--- src/rtl/wb_config_master.sv ---
// Single-outstanding Wishbone classic initiator: one bus cycle and one in-order response per valid/ready command; WB_TIMEOUT_EN adds an ack timeout.
// Latency: accept->cyc 1 clk, ack->rsp_valid 1 clk; cmd_ready_o is low outside IDLE, and the response is held until rsp_ready_i.
module wb_config_master #(
  parameter int TIMEOUT_CYCLES = 255,
  parameter int COUNT_W        = 16
) (
  input  logic               wb_clk_i,
  input  logic               wb_rst_i,
  input  logic               cmd_valid_i,
  output logic               cmd_ready_o,
  input  logic               cmd_we_i,
  input  logic [31:0]        cmd_addr_i,
  input  logic [31:0]        cmd_data_i,
  input  logic [3:0]         cmd_sel_i,
  output logic               rsp_valid_o,
  input  logic               rsp_ready_i,
  output logic [31:0]        rsp_data_o,
  output logic               rsp_err_o,
  output logic               wbm_cyc_o,
  output logic               wbm_stb_o,
  output logic               wbm_we_o,
  output logic [3:0]         wbm_sel_o,
  output logic [31:0]        wbm_adr_o,
  output logic [31:0]        wbm_dat_o,
  input  logic [31:0]        wbm_dat_i,
  input  logic               wbm_ack_i,
  output logic               busy_o,
  output logic [COUNT_W-1:0] xfer_count_o
);

  if (TIMEOUT_CYCLES < 1 || TIMEOUT_CYCLES > 65535) begin : g_bad_timeout
    $error("wb_config_master: TIMEOUT_CYCLES must be in 1..65535");
  end

  typedef enum logic [1:0] {S_IDLE = 2'd0, S_BUS = 2'd1, S_RESP = 2'd2} state_t;

  state_t             state_q, state_d;
  logic               cyc_q, cyc_d;
  logic               we_q, we_d;
  logic [3:0]         sel_q, sel_d;
  logic [31:0]        adr_q, adr_d;
  logic [31:0]        dat_q, dat_d;
  logic               rsp_valid_q, rsp_valid_d;
  logic [31:0]        rsp_data_q, rsp_data_d;
  logic [COUNT_W-1:0] count_q, count_d;
`ifdef WB_TIMEOUT_EN
  localparam int TMO_W = $clog2(TIMEOUT_CYCLES + 1);
  logic [TMO_W-1:0]   tmo_q, tmo_d;
  logic               rsp_err_q, rsp_err_d;
`endif

  always_comb begin
    state_d     = state_q;
    cyc_d       = cyc_q;
    we_d        = we_q;
    sel_d       = sel_q;
    adr_d       = adr_q;
    dat_d       = dat_q;
    rsp_valid_d = rsp_valid_q;
    rsp_data_d  = rsp_data_q;
    count_d     = count_q;
`ifdef WB_TIMEOUT_EN
    tmo_d       = tmo_q;
    rsp_err_d   = rsp_err_q;
`endif
    case (state_q)
      S_IDLE: begin
        if (cmd_valid_i) begin
          we_d    = cmd_we_i;
          adr_d   = cmd_addr_i;
          dat_d   = cmd_data_i;
          sel_d   = cmd_sel_i;
          cyc_d   = 1'b1;
          state_d = S_BUS;
`ifdef WB_TIMEOUT_EN
          tmo_d   = '0;
`endif
        end
      end
      S_BUS: begin
        // Ack takes priority over a timeout expiring on the same edge.
        if (wbm_ack_i) begin
          cyc_d       = 1'b0;
          rsp_data_d  = we_q ? 32'h0 : wbm_dat_i;
          rsp_valid_d = 1'b1;
          count_d     = count_q + COUNT_W'(1);
          state_d     = S_RESP;
`ifdef WB_TIMEOUT_EN
          rsp_err_d   = 1'b0;
        end else if (tmo_q == TMO_W'(TIMEOUT_CYCLES - 1)) begin
          cyc_d       = 1'b0;
          rsp_data_d  = 32'h0;
          rsp_err_d   = 1'b1;
          rsp_valid_d = 1'b1;
          state_d     = S_RESP;
        end else begin
          tmo_d       = tmo_q + TMO_W'(1);
`endif
        end
      end
      S_RESP: begin
        if (rsp_ready_i) begin
          rsp_valid_d = 1'b0;
          state_d     = S_IDLE;
        end
      end
      default: state_d = S_IDLE;
    endcase
  end

  always_ff @(posedge wb_clk_i) begin
    if (wb_rst_i) begin
      state_q     <= S_IDLE;
      cyc_q       <= 1'b0;
      we_q        <= 1'b0;
      sel_q       <= '0;
      adr_q       <= '0;
      dat_q       <= '0;
      rsp_valid_q <= 1'b0;
      rsp_data_q  <= '0;
      count_q     <= '0;
`ifdef WB_TIMEOUT_EN
      tmo_q       <= '0;
      rsp_err_q   <= 1'b0;
`endif
    end else begin
      state_q     <= state_d;
      cyc_q       <= cyc_d;
      we_q        <= we_d;
      sel_q       <= sel_d;
      adr_q       <= adr_d;
      dat_q       <= dat_d;
      rsp_valid_q <= rsp_valid_d;
      rsp_data_q  <= rsp_data_d;
      count_q     <= count_d;
`ifdef WB_TIMEOUT_EN
      tmo_q       <= tmo_d;
      rsp_err_q   <= rsp_err_d;
`endif
    end
  end

  assign cmd_ready_o  = (state_q == S_IDLE);
  assign busy_o       = (state_q != S_IDLE);
  assign wbm_cyc_o    = cyc_q;
  assign wbm_stb_o    = cyc_q;
  assign wbm_we_o     = we_q;
  assign wbm_sel_o    = sel_q;
  assign wbm_adr_o    = adr_q;
  assign wbm_dat_o    = dat_q;
  assign rsp_valid_o  = rsp_valid_q;
  assign rsp_data_o   = rsp_data_q;
  assign xfer_count_o = count_q;
`ifdef WB_TIMEOUT_EN
  assign rsp_err_o    = rsp_err_q;
`else
  assign rsp_err_o    = 1'b0;
`endif

endmodule

--- config.mk ---
export PLATFORM = sky130hd
export DESIGN_NAME = wb_config_master
export DESIGN_NICKNAME = d
export VERILOG_FILES = /design/src/rtl/wb_config_master.sv
export SDC_FILE = /design/constraint.sdc
export NUM_CORES = 1
export LEC_CHECK = 0
export CORE_UTILIZATION = 56
export CTS_CLUSTER_DIAMETER = 80
export DETAILED_ROUTE_END_ITERATION = 12
export DONT_BUFFER_PORTS = 1
export GPL_ROUTABILITY_DRIVEN = 0
export PLACE_DENSITY = 0.78
export SYNTH_ARGS = -nofsm -noshare
export SYNTH_HDL_FRONTEND = slang
export SYNTH_SLANG_ARGS = --single-unit
--- constraint.sdc ---
create_clock -name wb_clk_i -period 1.85 [get_ports wb_clk_i]
set_clock_uncertainty 0.05 [all_clocks]
set_input_delay 0.185 -clock wb_clk_i [delete_from_list [all_inputs] [get_ports wb_clk_i]]
set_output_delay 0.185 -clock wb_clk_i [all_outputs]
set_load 0.01 [all_outputs]
==> results.txt <==
ANT nets after route: 0
Asr flop ratio synth: 0%
H-Tree Depth: 4
Initial drt markers: 190
Hold slack: -0.2661 ns
# port buffers: 0
Reg2reg start: state_q[1]$_SDFFE_PP0P_
Post-synth EDFFs: 0
Synthesized flop and latch total: 121
Total detailed-routing wirelength: 10970 microns
Clock Tree Root: clkbuf_8
Iteration count of the initial detailed-routing pass: 5
Number of buffers created by CTS: 17
Skew-Pair Late Insertion Delay: 0.49 ns
Post-CTS Hold Buffers: 17
Fmax achieved: 564.9 MHz
Worst-path maximum fanout: 11
DP HPWL: 7221 microns
Post-synth cell types: 33
Cell Pwr Density: 1187 nW/um^2
Clock-pin slew on the worst setup and hold paths: 0.05 ns
Via/cell ratio: 5.582
Slew Viols, Final: 0
Height of the die: 91.59 microns
Setup slack, reg-to-reg: 0.08 ns
Setup_tns: 0 ns
YS warnings: 0
Place WS: 0.09614 ns
DRC Markers: 0
Per-cell routed wire length: 16.04 microns
Synth Flop Type: dfxtp_1
Seq. cell area: 2424 sq um
Share of cells above drive strength 1: 11.51%
Hold Path Origin: wb_rst_i
RSZ-0062 raised after global routing: no
Hold Path Class: input pin to flop
Violated checks: negative hold slack
Final hold vios: 108
Finished Cell Area: 5477 sq um
Area growth, synth to finish: 21.85%
Initial antenna violation count: 0
Final worst slack: 0.07975 ns
Setup crit start: state_q[1]$_SDFFE_PP0P_
DP Area: 4654 sq um
Syn Nets: 660
Commonest non-fill, non-tap cell in the layout: nand2_1
First-pass GRT wire length: 17000 microns
Commonest non-fill, non-tap cells in the layout: nand2_1, dfxtp_1, a21oi_1
Critical Setup Path Class: flop to flop
Cell count after placement: 636
Worst setup EP type: flop
Multi-input gate area: 1898 sq um
Tmin final: 1.770 ns
Final nets: 679
Clock buffer depth: 2
Status: complete, but fails checks
Setup crit start kind: flop
Post-synth top area share: 53.90%
Area leader, netlist: dfxtp_1
Core Region: 7727 sq um
Sequential fraction of the synthesis area: 53.90%
Cells after Synth: 553
Finish-stage setup viols: 0
Netlist Area Pre-Place: 4494 sq um
Largest net degree at the start of global routing: 126
Non-Filler Instances: 684
Starting Density: 58.16%
Total number of vias: 3818
CP arrival: 2.09 ns
IO Count: 229
Max Cap Viol: 0
Grt ovf: 0
CTS tree: built
Leakage: 2.077 nW
Vias in the first global route: 3756
GRT Overall Usage: 25.55%
Peak supply drop: 0.6572 mV
Fillers: 604
Cell Rows: 32
Diode count: 0
CP Data Required Time: 2.17 ns
Largest cells by area after synthesis: dfxtp_1, nand2_1, a21oi_1, nand3b_1, clkbuf_1
Die width: 91.59 microns
Syn Area/Cell: 8.127 sq um
Final period utilization: 95.69%
Clk sinks: 121
Die footprint: 8388 sq um
[sequential cells by signal, indices dropped and copies added (netlist names)]
| signal | flops |
|---|---|
| wbm_adr_o | 32 |
| wbm_dat_o | 32 |
| state_q | 2 |
| xfer_count_o | 16 |
| wbm_we_o | 1 |
| wbm_sel_o | 4 |
| rsp_data_o | 32 |
| rsp_valid_o | 1 |
| wbm_cyc_o | 1 |
[worst max-delay path, stage by stage (launching register included)]
cell           delay [ns]
dfxtp_1              0.33
buf_4                0.15
and3b_2              0.24
buf_8                0.15
a21oi_1              0.11
nor2_1               0.05
dlygate4sd3_1        0.55
[layer usage]
layer	GRT usage [%]	up-vias	routed length, microns
li1	-	1850	-
met1	26.80	1770	4055
met2	44.67	175	5589
met3	10.55	23	1054
met4	10.98	0	269
met5	0	-	0
[power by group]
| part | internal (mW) | switching, mW | leakage [nW] | total, mW |
|---|---|---|---|---|
| Clock | 2.16 | 1.06 | 0.288 | 3.23 |
| Sequential | 2.74 | 0.153 | 0.988 | 2.89 |
| Combinational | 0.165 | 0.218 | 0.801 | 0.383 |
| Total | 5.07 | 1.43 | 2.08 | 6.50 |
[stage by stage]
stage | power [mW] | hold slack [ns] | util [%]
CTS | 6.544 | -0.2992 | 70.06
detailed placement | 3.305 | 0.2211 | 60.23
floorplan | 3.230 | 0.2710 | -
global placement | 3.282 | 0.2147 | 60.23
finish | 6.503 | -0.2661 | 70.87
global route | 6.742 | -0.3042 | 70.87
[synthesized netlist by cell type, types with 4 or more instances]
cell	number
nand2_1	178
clkbuf_1	34
nand3_1	4
inv_1	5
nor2_1	16
or3_1	4
nand3b_1	33
xor2_1	4
dfxtp_1	121
a21oi_1	111
o21ai_0	4
[logic make-up after synthesis]
kind of cell	after synthesis	share of synthesized area [%]
adders and majority gates	1	0.2784
AOI/OAI and AO/OA	116	13.00
DFF	121	53.90
other	1	0.08344
muxes	4	0.9743
and+or+nand+nor	255	26.06
xor gates and xnor gates	7	1.364
buffers and inverters	48	4.343
[final cells by class]
class                      instances  area share, %
sequential                       121          44.25
multi-input combinational        384          34.66
clock buffer                      21          8.568
timing repair buffer              43          7.654
tap                              102          2.330
clock inverter                     8          2.193
inverter                           5         0.3427
[final timing paths]
path,cells after the start,to
max reg2reg,6,state_q[1]$_SDFFE_PP0P_
max,6,state_q[1]$_SDFFE_PP0P_
min,1,xfer_count_o[12]$_SDFFE_PP0P_
min reg2reg,2,rsp_data_o[5]$_SDFFE_PP0P_
[what timing repair did]
action                                  in CTS  in global routing
endpoints found under the setup margin       0                  6
buffers inserted                             0                  1
endpoints found under the hold margin      121                108
gates resized for setup                      0                  9
Note: power is estimated with default switching activity, not from simulation.
